## src/rtl/tcnt_apb_slave_mem_if.sv

```systemverilog
// APB4 bus bundle between a requester (master) and the tcnt_apb_slave_mem completer (slave).
`timescale 1ns/1ps
interface tcnt_apb_slave_mem_if #(
   parameter int ADDR_WIDTH = 16,
   parameter int DATA_WIDTH = 32
);
   localparam int STRB_WIDTH = DATA_WIDTH / 8;

   logic [ADDR_WIDTH-1:0] paddr;
   logic                  psel;
   logic                  penable;
   logic                  pwrite;
   logic [2:0]            pprot;
   logic [STRB_WIDTH-1:0] pstrb;
   logic [DATA_WIDTH-1:0] pwdata;
   logic [DATA_WIDTH-1:0] prdata;
   logic                  pready;
   logic                  pslverr;

   modport master (
      output paddr, psel, penable, pwrite, pprot, pstrb, pwdata,
      input  prdata, pready, pslverr
   );

   modport slave (
      input  paddr, psel, penable, pwrite, pprot, pstrb, pwdata,
      output prdata, pready, pslverr
   );
endinterface

```

## src/rtl/tcnt_apb_slave_mem.sv

```systemverilog
// APB4 completer: word-addressed memory with fixed wait states, byte strobes and error responses.
// Optional macro TCNT_APB_SLV_PROT_CHECK_EN rejects unprivileged (pprot[0]=0) writes.
`timescale 1ns/1ps
module tcnt_apb_slave_mem #(
   parameter int ADDR_WIDTH  = 16,
   parameter int DATA_WIDTH  = 32,
   parameter int STRB_WIDTH  = DATA_WIDTH / 8,
   parameter int DEPTH       = 64,
   parameter int WAIT_CYCLES = 2
) (
   input  logic                      pclk,
   input  logic                      prstn,
   tcnt_apb_slave_mem_if.slave       apb,
   output logic [7:0]                err_cnt
);
   localparam int OFF_W = $clog2(STRB_WIDTH);
   localparam int IDX_W = $clog2(DEPTH);

   typedef enum logic [1:0] {S_IDLE, S_WAIT, S_RESP} state_t;

   state_t                  state, state_nxt;
   logic [3:0]              cnt;
   logic                    wr_q, err_q;
   logic [IDX_W-1:0]        idx_q;
   logic [STRB_WIDTH-1:0]   strb_q;
   logic [DATA_WIDTH-1:0]   wdata_q;
   logic [DATA_WIDTH-1:0]   mem [DEPTH];

   logic                    setup, req_err;
   logic [31:0]             widx;

   assign setup = apb.psel & ~apb.penable;
   assign widx  = 32'(apb.paddr >> OFF_W);

   // Error is decided at setup so the response path only sees registered state.
   always_comb begin
      req_err = (apb.paddr[OFF_W-1:0] != '0) || (widx >= 32'(DEPTH));
`ifdef TCNT_APB_SLV_PROT_CHECK_EN
      req_err = req_err || (apb.pwrite && !apb.pprot[0]);
`endif
   end

   always_ff @(posedge pclk or negedge prstn) begin
      if (!prstn) state <= S_IDLE;
      else        state <= state_nxt;
   end

   always_comb begin
      state_nxt = state;
      case (state)
         S_IDLE: if (setup) state_nxt = (WAIT_CYCLES == 0) ? S_RESP : S_WAIT;
         S_WAIT: begin
            if (!apb.psel)     state_nxt = S_IDLE;
            else if (cnt == 1) state_nxt = S_RESP;
         end
         S_RESP:  state_nxt = S_IDLE;
         default: state_nxt = S_IDLE;
      endcase
   end

   always_comb begin
      apb.pready  = (state == S_RESP);
      apb.pslverr = (state == S_RESP) && err_q;
      apb.prdata  = '0;
      if (state == S_RESP && !err_q && !wr_q) apb.prdata = mem[idx_q];
   end

   always_ff @(posedge pclk or negedge prstn) begin
      if (!prstn) begin
         cnt     <= '0;
         wr_q    <= 1'b0;
         err_q   <= 1'b0;
         idx_q   <= '0;
         strb_q  <= '0;
         wdata_q <= '0;
         err_cnt <= '0;
      end else begin
         if (state == S_IDLE && setup) begin
            cnt     <= 4'(WAIT_CYCLES);
            wr_q    <= apb.pwrite;
            err_q   <= req_err;
            idx_q   <= widx[IDX_W-1:0];
            strb_q  <= apb.pstrb;
            wdata_q <= apb.pwdata;
         end else if (state == S_WAIT && apb.psel) begin
            cnt <= cnt - 4'd1;
         end
         if (state == S_RESP && err_q && err_cnt != 8'hFF) err_cnt <= err_cnt + 8'd1;
      end
   end

   always_ff @(posedge pclk or negedge prstn) begin
      if (!prstn) begin
         for (int i = 0; i < DEPTH; i++) mem[i] <= '0;
      end else if (state == S_RESP && wr_q && !err_q) begin
         for (int b = 0; b < STRB_WIDTH; b++)
            if (strb_q[b]) mem[idx_q][b*8 +: 8] <= wdata_q[b*8 +: 8];
      end
   end
endmodule

```

## src/flat_wrapper.sv

```systemverilog
// flat-port wrapper written by rule: the top's interface ports become plain ports
module tcnt_apb_slave_mem_flat 
#(
   parameter int ADDR_WIDTH  = 16,
   parameter int DATA_WIDTH  = 32,
   parameter int STRB_WIDTH  = DATA_WIDTH / 8,
   parameter int DEPTH       = 64,
   parameter int WAIT_CYCLES = 2
)
  (pclk, prstn, err_cnt, apb_paddr, apb_psel, apb_penable, apb_pwrite, apb_pprot, apb_pstrb, apb_pwdata, apb_prdata, apb_pready, apb_pslverr);
  tcnt_apb_slave_mem_if #(.ADDR_WIDTH(ADDR_WIDTH), .DATA_WIDTH(DATA_WIDTH)) apb_i ();
  input  logic pclk;
  input  logic prstn;
  output logic [7:0] err_cnt;
  input wire logic [$bits(apb_i.paddr)-1:0] apb_paddr;
  input wire logic [$bits(apb_i.psel)-1:0] apb_psel;
  input wire logic [$bits(apb_i.penable)-1:0] apb_penable;
  input wire logic [$bits(apb_i.pwrite)-1:0] apb_pwrite;
  input wire logic [$bits(apb_i.pprot)-1:0] apb_pprot;
  input wire logic [$bits(apb_i.pstrb)-1:0] apb_pstrb;
  input wire logic [$bits(apb_i.pwdata)-1:0] apb_pwdata;
  output wire logic [$bits(apb_i.prdata)-1:0] apb_prdata;
  output wire logic [$bits(apb_i.pready)-1:0] apb_pready;
  output wire logic [$bits(apb_i.pslverr)-1:0] apb_pslverr;
  assign apb_i.paddr = apb_paddr;
  assign apb_i.psel = apb_psel;
  assign apb_i.penable = apb_penable;
  assign apb_i.pwrite = apb_pwrite;
  assign apb_i.pprot = apb_pprot;
  assign apb_i.pstrb = apb_pstrb;
  assign apb_i.pwdata = apb_pwdata;
  assign apb_prdata = apb_i.prdata;
  assign apb_pready = apb_i.pready;
  assign apb_pslverr = apb_i.pslverr;
  tcnt_apb_slave_mem #(.ADDR_WIDTH(ADDR_WIDTH), .DATA_WIDTH(DATA_WIDTH), .STRB_WIDTH(STRB_WIDTH), .DEPTH(DEPTH), .WAIT_CYCLES(WAIT_CYCLES)) u_core (.pclk(pclk), .prstn(prstn), .apb(apb_i), .err_cnt(err_cnt));
endmodule
```

## config.mk

```make
export PLATFORM = sky130hd
export DESIGN_NAME = tcnt_apb_slave_mem_flat
export DESIGN_NICKNAME = d
export VERILOG_FILES = /design/src/rtl/tcnt_apb_slave_mem_if.sv /design/src/rtl/tcnt_apb_slave_mem.sv /design/src/flat_wrapper.sv
export SDC_FILE = /design/constraint.sdc
export NUM_CORES = 2
export LEC_CHECK = 0
export CAP_MARGIN = 10
export CORE_ASPECT_RATIO = 1.25
export CORE_MARGIN = 2
export CORE_UTILIZATION = 62
export DETAILED_ROUTE_END_ITERATION = 6
export GPL_ROUTABILITY_DRIVEN = 1
export GPL_TIMING_DRIVEN = 0
export PLACE_DENSITY_LB_ADDON = 0.12
export REMOVE_ABC_BUFFERS = 1
export SYNTH_ARGS = -nofsm -noshare
export SYNTH_HDL_FRONTEND = slang
export SYNTH_SLANG_ARGS = --single-unit
```

## constraint.sdc

```tcl
create_clock -name pclk -period 2.9 [get_ports pclk]
set_clock_uncertainty 0.05 [all_clocks]
set_input_delay 0.435 -clock pclk [delete_from_list [all_inputs] [get_ports pclk]]
set_output_delay 0.435 -clock pclk [all_outputs]
set_load 0.1 [all_outputs]
```

* Yosys cells after proc, flatten, opt, wreduce, memory -nomap -nowiden *
Index checks and enable logic that the tools add are counted.
Widths: inputs -> output; s select.

storage, ports and cells
  logic and storage cells = 131
  flip-flop bits (word level) = 2106
  output and inout port bits = 42
  input port bits = 60

operators by class
  multiplexer cells = 29
  equal/unequal tests = 6
  reduce and logical (&&, ||, !) cells = 16
  bitwise logic cells = 3
  $lt $le $gt $ge = 3
  add/subtract/negate cells = 2

operator list
  operator             count
  $mux 2048            7
  $bwmux 2048          4
  $demux 32 s6         4
  $bmux 32 s6          1
  $mux 32              4
  $mux 24              1
  $mux 16              1
  $ge 14x7->1 const B  1
  $logic_and 1x1->1    9
  $add 8x1->8 const B  1
  $mux 4               2
  $mux 8               1
  $ne 8x8->1 const B   1
  $ge 7x7->1 const B   1
  $lt 7x1->1 const B   1
  $not 6->7            1
  $mux 2               3
  $eq 4x1->1 const B   1
  $pmux 2 s2           1
  $reduce_bool 2->1    2
  $sub 4x1->4 const B  1
  $ne 3x2->1 const B   1
  $eq 2x1->1 const B   1
  $eq 2x2->1 const B   1
  7 further kinds      8

* Logic depth before layout (Yosys ltp) *
  word-level depth = 16
  gate-level depth with buffers = 10
  mapped depth without buffers = 7

* Worst setup path before layout *
No wires, ideal clock.

  kind = flip-flop to output port
  from = register u_core.idx_q[0]
  to = output port apb_prdata[26]
  required time = 2415 ps
  stages on the path, launching flop included = 9
  path slack = -935 ps
  arrival = 3350 ps
  path buffers = 3
  path through = dfrtp_1 buf_4 nor2_1 clkbuf_1 clkbuf_1 a32oi_1 a31oi_1 a2111oi_0 a31oi_1

between the ends
  cells in the longest elaborated chain, start to end = 5

ends and longest elaborated chain
  item                                         line                      text
  start: declaration                           tcnt_apb_slave_mem.sv:24  logic [IDX_W-1:0] idx_q;
  start signal: assignment                     tcnt_apb_slave_mem.sv:82  idx_q <= widx[IDX_W-1:0];
  $not 6->7 (not written as such)              tcnt_apb_slave_mem.sv:65  if (state == S_RESP && !err_q && !wr_q) apb.prdata = mem[idx_q];
  $bmux 32 s6                                  tcnt_apb_slave_mem.sv:65
  $mux 32 (not written as such) (2 in series)  tcnt_apb_slave_mem.sv:65
  $mux 32                                      tcnt_apb_slave_mem.sv:65
  end: declaration                             flat_wrapper.sv:22        output wire logic [$bits(apb_i.prdata)-1:0] apb_prdata;

No other way between the ends. The select of a mux whose other input is x is not followed.

* Final worst setup path *
  from = register u_core.idx_q[1]
  to = output port apb_prdata[11]

Same word-level chain as after synthesis.

==> results.cfg <==
[timing]
maxSlewHeadroom_pct = 27.5
rsz0062_at_grt = true
final.setup.worst_slack_ns = -1.92
finalCritPeriodShare_pct = 166
tightest_slew_ns = 1.09
hold_ws_ns = -0.543
setup_viol = 1298
fmax_ghz = 0.207
fin_crit_ns = 4.82
slew_viol_final = 0
finalHoldViolCount = 136

[place]
gp_congestion = 0.811
io_buffers = 98
dpl_cell_area_um2 = 99100
dp.cells = 8760
dp.final_hpwl_mm = 183

[worst_setup_path]
crit_required_ns = 2.41
worstSetupPathType = reg2out
critPathArrivalTime_ns = 4.34
crit_fanout = 9
cp_slowest_cell = o21ai_2
crit_chain = buf_12, buf_16, and2_4, buf_16, buf_4, a221oi_1, nor2_1, o21ai_2, o211ai_1, o31a_1, buf_12
start_kind = register
slowest_delay_ns = 0.55
path_buf_inv = 5
endpoint_kind = output pin
path_delay_family = compound AO/OA/AOI/OAI gates

[yosys]
synth-compound-area-share_pct = 10.6
seq_area_frac_synth_pct = 55.8
yosysWarnings = 0
synthFlopType = dfrtp_1
synth_edf_count = 0
synth_cell_types = 61
async_reset_ff_share_pct = 100
synth_fa_ha_area_share_pct = 0.0397
synth_seq_cells = 2106
synth-simple-area-share_pct = 3.78
muxShareOfSynthArea_pct = 26.9
netlist_area_um2 = 94400
syn_inst = 7078
synth-xor-area-share_pct = 0.0835
synth_top_family_by_area = multiplexers
syn_area_per_cell_um2 = 13.3

[global_routing]
antenna_found_initial = 22
overflow = 0
track_usage_pct = 45.0
grt_pass1_vias = 71000
grt_max_degree = 190
grt_pass1_wl_mm = 504

[cts]
root_buffer = clkbuf_16
clockBufferDepth = 3
cts_tree = yes
cts_made_buffers = 201
clk_pin_slew_worst_paths_ns = 0.07
cts.htree.levels = 4
insertion_delay_ns = 0.88
cts.sinks = 2106

[cells_and_area]
drive_above_1_share_pct = 49.8
final_core_util_pct = 77.2
syn2layout_area_growth_pct = 24.0
fin_cells = 9563
fin_nets = 7418
finish.instance_area_um2 = 117000
final_common_cell = dfrtp_1
layout_common_cells = dfrtp_1, mux2_2, a221oi_1

[routing]
ant_nets = 0
first_pass_iters = 7
finalWirelength_mm = 379
drc_errors = 11
num_vias = 72700
wl_per_cell_um = 39.7
viasPerCell = 7.60
first_iter_violations = 10300

[power_and_ir_drop]
p_int_w = 0.0538
powerDensity_nw_per_um2 = 721
ir_worst_vdd_mv = 0.856
power_frac_seq_pct = 36.9
p_leak_nw = 57.5
netSwitchingFraction_pct = 36.3
power_w = 0.0844
p_switching_w = 0.0306
combinationalPowerShare_pct = 31.1
pwr-share-clk_pct = 32.0

[floorplan]
die_area_um2 = 155000
dieHeight_um = 440
start_util_pct = 62.2
coreArea_um2 = 152000
rows = 160
die_x_um = 353
io_pins = 102

[run_status]
status = finished, violations left
violations = design-rule violations, negative hold slack, negative setup slack

[flow_run]
maxCapViolations = 0

[min_path]
holdCritPathClass = in2async
==> per-stage QoR <==
stage / setup TNS (ns) / setup WS [ns]
after CTS: -45.92 / -1.51
after floorplan: - / -20.63
final: -143.65 / -1.92
after global routing: -108.16 / -1.88
after detailed placement: -3694.06 / -2.99
after global placement: - / -91.27
==> power groups by stage <==
stage                     combinational, W  clock [W]  sequential [W]
after floorplan                    0.00592          0          0.0323
after global placement             0.00765          0          0.0338
after detailed placement            0.0160          0          0.0317
after CTS                           0.0225     0.0267          0.0310
after global routing                0.0261     0.0281          0.0311
final                               0.0263     0.0270          0.0312
==> final cells by class <==
class / instances / area, µm²
clock inverters: 46 / 485
multi-input cells: 4357 / 43600
fillers: 8548 / 34700
inverters: 10 / 70.1
diodes: 20 / 50.0
flip-flops and latches: 2106 / 52800
well taps: 2025 / 2530
clock buffers: 320 / 6140
repair buffers: 676 / 11400
repair inverters: 3 / 33.8
==> timing repair <==
action / 4_1_cts / 5_1_grt
pin swaps: 276 / 185
resized for setup: 985 / 486
gates cloned: 87 / 22
setup buffers: 229 / 87
hold endpoints to repair: 111 / 111
endpoints found under the setup margin: 2514 / 1723
==> flip-flops by register name, indices dropped and copies added (netlist names) <==
signal and cells:
u_core.wr_q 1, u_core.err_cnt 8, u_core.wdata_q 32, u_core.err_q 1
u_core.mem 2048, u_core.strb_q 4, u_core.idx_q 6, u_core.state 2
u_core.cnt 4
==> per-layer routing <==
metal	share of wire [%]	track usage [%]	vias up
met1	33	53.8	37400
met2	42	64.5	5759
li1	-	-	27400
met4	10	34.3	36
met5	0.33	0.738	-
met3	14	18.8	2168
==> synth_stat cells, types with 5 or more instances <==
| master | number | area share, % |
|---|---|---|
| inv_1 | 6 | 0.024 |
| o21ai_0 | 175 | 0.93 |
| dfrtp_1 | 2106 | 56 |
| o22ai_1 | 104 | 0.69 |
| a22o_1 | 89 | 0.83 |
| nand4_1 | 24 | 0.16 |
| nor3_1 | 29 | 0.15 |
| nor2_1 | 347 | 1.4 |
| a22oi_1 | 108 | 0.86 |
| a211oi_1 | 5 | 0.040 |
| clkbuf_1 | 455 | 1.8 |
| o211ai_1 | 7 | 0.056 |
| a221oi_1 | 679 | 6.3 |
| mux2_1 | 121 | 1.4 |
| nand2_2 | 77 | 0.51 |
| o31a_1 | 24 | 0.22 |
| nand2_1 | 244 | 0.97 |
| a31oi_1 | 10 | 0.066 |
| nor2b_1 | 7 | 0.046 |
| mux2i_1 | 126 | 1.3 |
| and3_1 | 6 | 0.040 |
| a21oi_1 | 34 | 0.18 |
| a32oi_1 | 5 | 0.046 |
| mux4_2 | 25 | 0.60 |
| buf_2 | 110 | 0.58 |
| nand3_1 | 16 | 0.085 |
| o21a_1 | 5 | 0.040 |
| buf_4 | 19 | 0.15 |
| and2_1 | 8 | 0.053 |
| buf_1 | 32 | 0.13 |
| xnor2_1 | 7 | 0.065 |
| mux2_2 | 1977 | 24 |
| o221ai_1 | 11 | 0.10 |
| nor2_4 | 16 | 0.19 |
==> logic make-up (layout without fill, tap and decap cells) <==
logic type / count (synthesis) / in the layout
DFF: 2106 / 2106
buffers and inverters: 627 / 1055
other: 0 / 20
adders and majority gates: 3 / 3
AOI/OAI and AO/OA: 1286 / 1286
xor gates and xnor gates: 9 / 9
muxes: 2249 / 2249
and+or+nand+nor: 798 / 810
==> path summary, 6_finish.rpt <==
check / from / endpoint / slack [ns] / depth (start not counted)
worst max register to register: u_core.idx_q[2] / u_core.mem[468] / -0.33 / 14
worst min-delay path: prstn / u_core.mem[931] / -0.54 / 1
worst min register to register: u_core.mem[795] / u_core.mem[795] / 0.44 / 1
max in group asynchronous: prstn / u_core.wdata_q[18] / 0.55 / 5
min in group pclk: apb_paddr[4] / u_core.idx_q[2] / 0.08 / 3
worst max-delay path: u_core.idx_q[1] / apb_prdata[11] / -1.92 / 11
No activity file was read; power rests on OpenSTA's default activity.
